==> src/rtl/nibble_serial_adder.sv <==
// rtl/nibble_serial_adder.sv - multi-cycle wide adder reusing one 4-bit cbadder slice, LS nibble first

module cbadder (
  input  logic [3:0] a,
  input  logic [3:0] b,
  input  logic       cin,
  output logic [3:0] sum,
  output logic       cout,
  output logic [3:0] sumog,
  output logic       coutog,
  output logic [3:0] sumpm,
  output logic       coutpm
);

  logic [3:0] p;
  logic [3:0] g;
  logic [4:0] c;

  // Carry-bypass slice: ripple inside, skip the ripple when all bits propagate;
  // also exposes a plain reference add and the propagate mask.
  always_comb begin
    p    = a ^ b;
    g    = a & b;
    c    = '0;
    c[0] = cin;
    for (int i = 0; i < 4; i++) begin
      c[i+1] = g[i] | (p[i] & c[i]);
    end
    sum              = p ^ c[3:0];
    cout             = (&p) ? cin : c[4];
    {coutog, sumog}  = {1'b0, a} + {1'b0, b} + {4'b0000, cin};
    sumpm            = p;
    coutpm           = &p;
  end

endmodule

module nibble_serial_adder #(
  parameter int NIBBLES = 4
) (
  input  logic                 clk,
  input  logic                 rst,
  input  logic                 in_valid,
  output logic                 in_ready,
  input  logic [4*NIBBLES-1:0] a,
  input  logic [4*NIBBLES-1:0] b,
  input  logic                 cin,
  output logic                 out_valid,
  input  logic                 out_ready,
  output logic [4*NIBBLES-1:0] sum,
  output logic                 cout,
  output logic                 busy
);

  localparam int W  = 4 * NIBBLES;
  localparam int IW = $clog2(NIBBLES);
  localparam logic [IW-1:0] LAST = IW'(NIBBLES - 1);

  typedef enum logic [1:0] {IDLE, RUN, DONE} state_t;

  state_t        state;
  logic [W-1:0]  a_q;
  logic [W-1:0]  b_q;
  logic          carry_q;
  logic [IW-1:0] idx;
  logic [W-1:0]  sum_q;
  logic          cout_q;

  logic [3:0]    nib_a;
  logic [3:0]    nib_b;
  logic [3:0]    nib_sum;
  logic          nib_cout;

  assign nib_a = a_q[4*idx +: 4];
  assign nib_b = b_q[4*idx +: 4];

  cbadder u_slice (
    .a      (nib_a),
    .b      (nib_b),
    .cin    (carry_q),
    .sum    (nib_sum),
    .cout   (nib_cout),
    .sumog  (),
    .coutog (),
    .sumpm  (),
    .coutpm ()
  );

  // Control FSM: capture operands, walk the nibbles through the slice, hold the result until taken.
  always_ff @(posedge clk) begin
    if (rst) begin
      state   <= IDLE;
      a_q     <= '0;
      b_q     <= '0;
      carry_q <= 1'b0;
      idx     <= '0;
      sum_q   <= '0;
      cout_q  <= 1'b0;
    end else begin
      case (state)
        IDLE: begin
          if (in_valid) begin
            a_q     <= a;
            b_q     <= b;
            carry_q <= cin;
            idx     <= '0;
            sum_q   <= '0;
            state   <= RUN;
          end
        end
        RUN: begin
          sum_q[4*idx +: 4] <= nib_sum;
          carry_q           <= nib_cout;
          if (idx == LAST) begin
            cout_q <= nib_cout;
            state  <= DONE;
          end else begin
            idx <= idx + 1'b1;
          end
        end
        DONE: begin
          if (out_ready) begin
            state <= IDLE;
          end
        end
        default: state <= IDLE;
      endcase
    end
  end

  assign in_ready  = (state == IDLE);
  assign out_valid = (state == DONE);
  assign busy      = (state != IDLE);
  assign sum       = sum_q;
  assign cout      = cout_q;

endmodule

==> config.mk <==
export PLATFORM = sky130hd
export DESIGN_NAME = nibble_serial_adder
export DESIGN_NICKNAME = d
export VERILOG_FILES = /design/src/rtl/nibble_serial_adder.sv
export SDC_FILE = /design/constraint.sdc
export NUM_CORES = 1
export LEC_CHECK = 0
export CAP_MARGIN = 20
export CORE_ASPECT_RATIO = 0.8
export CORE_MARGIN = 2
export CORE_UTILIZATION = 45
export CTS_CLUSTER_DIAMETER = 80
export DETAILED_ROUTE_END_ITERATION = 8
export HOLD_SLACK_MARGIN = 0.12
export PLACE_DENSITY = 0.76
export SLEW_MARGIN = 25
export SYNTH_ARGS = -nofsm -noshare
export SYNTH_HDL_FRONTEND = slang
export SYNTH_HIERARCHICAL = 1
export SYNTH_SLANG_ARGS = --single-unit
==> constraint.sdc <==
create_clock -name clk -period 7.5 [get_ports clk]
set_input_delay 1.125 -clock clk [delete_from_list [all_inputs] [get_ports clk]]
set_output_delay 1.125 -clock clk [all_outputs]
set_load 0.05 [all_outputs]
**Word level (Yosys, flattened, before mapping)**

Cells that the tools add are included.

- Input bits: 37
- Register bits: 54
- Output and inout bits: 20

- $add $sub $neg: 2
- Bitwise operators: 11
- Equal/unequal tests: 7
- Shift operators: 4
- Multiplexer cells: 13
- Reduce and logical (&&, ||, !) cells: 9

Operators by type and width:

| kind | count |
|---|---|
| negator 4 -> 34 bit | 1 |
| variable shift 4 x 34 -> 16 bit, first input constant | 1 |
| variable part select 4 x 34 -> 16 bit | 1 |
| one-hot mux 16 bit (2 select lines) | 1 |
| variable part select 16 x 5 -> 4 bit | 2 |
| bitwise mux 16 bit | 1 |
| 2-to-1 mux 16 bit | 1 |
| 2-to-1 mux 2 bit | 5 |
| XOR 4 bit | 2 |
| inequality test 2 bit, second input constant | 3 |
| one-hot mux 2 bit (3 select lines) | 1 |
| AND reduction 2 bit | 3 |
| AND reduction 3 bit | 2 |
| AND 1 bit | 4 |
| AND 4 bit | 1 |
| equality test 2 bit, second input constant | 2 |
| bitwise OR 1 bit | 4 |
| one-hot mux 2 bit (2 select lines) | 1 |
| AND reduction 4 bit | 1 |
| nonzero test 2 bit | 2 |
| adder 2 x 1 -> 2 bit, second input constant | 1 |
| equality test 2 x 1 -> 1 bit, second input constant | 1 |
| logical NOT 2 bit | 1 |
| 2-to-1 mux 1 bit | 2 |
| other kinds (2) | 2 |

**Logic depth before layout (Yosys ltp)**

- Depth in word-level cells: 12
- Depth in mapped cells: 12

**Modules after synthesis**

Netlist, hierarchy kept.

By module, submodules not included:

| module | area each (µm²) | sequential area each (µm²) | instances | cells an instance |
|---|---|---|---|---|
| nibble_serial_adder | 2,343.5 | 1,081.0 | 1 | 251 |
| cbadder | 245.2 | 0.0 | 1 | 30 |

**Worst setup path after synthesis**

OpenSTA, ideal clock, no wires.

- Path kind: register to register
- From: reg idx[0]
- To: reg sum_q[15] (netlist: sum[15])
- Slack: 4.388 ns
- Arrival: 3.052 ns
- Stages on the path, launching flop included: 13
- Library setup time: 0.060 ns
- Period minus slack after synthesis: 3.112 ns
- Cells stage by stage: dfxtp_1 > buf_6 > mux4_2 > inv_1 > fa_1 > inv_1 > fa_1 > fa_1 > inv_1 > fa_1 > inv_1 > nor2b_1 > a22o_1

- Cells in the longest elaborated chain, start to end: 12
- Elaborated cells between the ends (all ways): 16
- Those cells by class: add/sub: 1; shift: 4; mux: 2; bitwise: 9

Ends and longest elaborated chain:

| element | RTL line | RTL |
|---|---|---|
| start, declared | 65 | `logic [IW-1:0] idx;` |
| start signal, assigned | 118 | `idx <= idx + 1'b1;` |
| variable part select 16 x 5 -> 4 bit * | 74 | `assign nib_a = a_q[4*idx +: 4];` |
| net nib_a[0] | 69 | `logic [3:0] nib_a;` |
| XOR 4 bit | 22 | `p = a ^ b;` |
| AND 1 bit | 27 | `c[i+1] = g[i] \| (p[i] & c[i]);` |
| bitwise OR 1 bit * | 27 |  |
| AND 1 bit * | 27 |  |
| bitwise OR 1 bit * | 27 |  |
| AND 1 bit * | 27 |  |
| bitwise OR 1 bit * | 27 |  |
| XOR 4 bit * | 29 | `sum = p ^ c[3:0];` |
| net nib_sum[3] | 71 | `logic [3:0] nib_sum;` |
| variable part select 4 x 34 -> 16 bit * | 112 | `sum_q[4*idx +: 4] <= nib_sum;` |
| bitwise mux 16 bit * | 112 |  |
| one-hot mux 16 bit (2 select lines) * | 100 | `case (state)` |
| end signal, assigned by index | 112 |  |
| end, declared | 66 | `logic [W-1:0] sum_q;` |

Mark *: on every way through the listed nets, which the timed path passes. The rest lies on a longest branch.
A chain may end at the register's enable or synchronous reset.

**Final worst setup path**

Same ends and word-level chain as after synthesis.

==> out/qor.yml <==
min_path_cells: 2
fin_ws_ps: 4050
grt_max_degree: 51
insertion_delay_ps: 320
clock-sinks: 54
cap_violations: 0
netlist_instances: 271
ys.warnings.count: 6
setup-tns-final_ps: 0
reg2reg_to: "sum[15]"
rsz0062_at_grt: "no"
nNetsFinal: 369
outcome: "finished clean"
rows: 24
dp_slack_ps: 4030
finalCritPeriodShare: 0.460
syn_avg_cell_area_um2: 9.31
syn_area_mm2: 0.00252
dp.cells: 388
placed_area_mm2: 0.00308
coreArea_mm2: 0.00544
io_buffers: 56
min_from: "a_q[15]"
cts_hold_buf: 0
hold_class: "reg -> reg"
r2r_cells: 11
detail_route.iter0.violations: 61
setup_viol: 0
critPathLaunchType: "flip-flop"
cts_resized: 0
fmax_mhz: 290
dieArea_mm2: 0.00622
grt_pass1_vias: 1961
antenna_found_initial: 0
gp_congestion: 0.761
cts.clk_slew.worst_paths_ps: 110
tightest_slew_ps: 820
hold_path_end: "a_q[15]"
grt_pass1_wl_mm: 8.88
grt_usage: 0.180
cts_max_path_buffers: 2
cts_root_buf: "clkbuf_8"
cts_buffers: 5
num_io_pins: 57
viasPerCell: 5.04
ant_nets: 0
rr_startpoint: "idx[0]"
wl_mm: 5.21
antenna_cells: 0
critical_path_arrival_ps: 3710
critPathRequiredTime_ps: 7760
drive_gt1_frac: 0.0909
critPathKind: "reg -> reg"
reg2reg_setup_slack_ps: 4050
final.min_clock_period_ps: 3450
worstPathMaxFanout: 17
startpoint: "idx[0]"
design_area_mm2: 0.00319
drtPass1Iterations: 4
vdd_ir_drop_max_mv: 0.0806
wl_per_cell_um: 13.1
area_growth_pct: 26.5
finalHoldViolCount: 0
die_height_um: 71.0
cts_tree: "done"
synth_nets: 322
vias: 2002
post-cts-setup-buffers: 0
clock_skew_ps: 8.19
overflow: 0
slew_violations: 0
drcViolationCount: 0
slew_headroom: 0.453
endpoint_kind: "flip-flop"
initial_core_util: 0.464
dieWidth_um: 87.7
power.leakage_nw: 1.19
power_density_mw_per_mm2: 181
finalNonFillerCells: 397
total_power_uw: 577
dp_hpwl_mm: 3.75
htreeDepth: 2
cell usage in the layout, fill, tap and decap left out, drive strengths merged, types with 3 or more instances in the layout:
| master | n |
|---|---|
| nand2 | 67 |
| clkdlybuf4s50 | 56 |
| dfxtp | 54 |
| a21oi | 41 |
| inv | 15 |
| ha | 10 |
| mux4 | 8 |
| o2bb2ai | 8 |
| a22o | 8 |
| nand2b | 6 |
| nor2b | 5 |
| nor2 | 5 |
| clkbuf | 5 |
| mux2 | 4 |
| fa | 4 |
| nand3 | 3 |
area by class of cell:
type                            count  area [µm²]
Multi-Input combinational cell    185        1280
Sequential cell                    54        1080
Tap cell                           78        97.6
Clock inverter                      3        28.8
Timing Repair Buffer               58         579
Inverter                           14        52.6
Fill cell                         487        2240
Clock buffer                        5        68.8
worst max-delay path, cell delays in order (launching register included):
cell     delay [ps]
dfxtp_1         870
mux4_2          610
inv_1           100
fa_1            170
inv_1            50
fa_1            380
fa_1            370
inv_1            70
fa_1            400
inv_1            70
nor2b_1         160
a22o_1          140
metrics by stage:
| stage | util | hold slack (ps) |
|---|---|---|
| floorplan | - | 433 |
| global placement | 0.567 | 439 |
| detailed placement | 0.567 | 443 |
| CTS | 0.585 | 458 |
| global route | 0.587 | 478 |
| finish | 0.587 | 456 |
how the worst max path moves through the flow:
| stage | slack (ps) | cells past startpoint | to |
|---|---|---|---|
| floorplan | 4430 | 12 | sum[15] |
| global placement | 4110 | 11 | sum[15] |
| detailed placement | 4030 | 11 | sum[15] |
| CTS | 4020 | 11 | sum[15] |
| global route | 3840 | 11 | sum[15] |
| finish | 4050 | 11 | sum[15] |
metal layers:
metal / routed length [µm] / part of all wire / global-route usage
met5: 0 / 0 / 0
met2: 2420 / 0.46 / 0.287
met1: 2510 / 0.48 / 0.239
met3: 232 / 0.044 / 0.0537
met4: 48 / 0.0092 / 0.0479
flip-flops by register name (all words and copies together), names as in the netlist:
| register | cells |
|---|---|
| b_q | 16 |
| state | 2 |
| cout | 1 |
| carry_q | 1 |
| a_q | 16 |
| idx | 2 |
| sum | 16 |
report_power, final:
part / total [mW] / internal (mW) / switching [mW]
registers: 0.311 / 0.299 / 0.0117
logic: 0.0935 / 0.0470 / 0.0465
clock network: 0.173 / 0.0694 / 0.103
No activity file was read; power rests on OpenSTA's default activity.
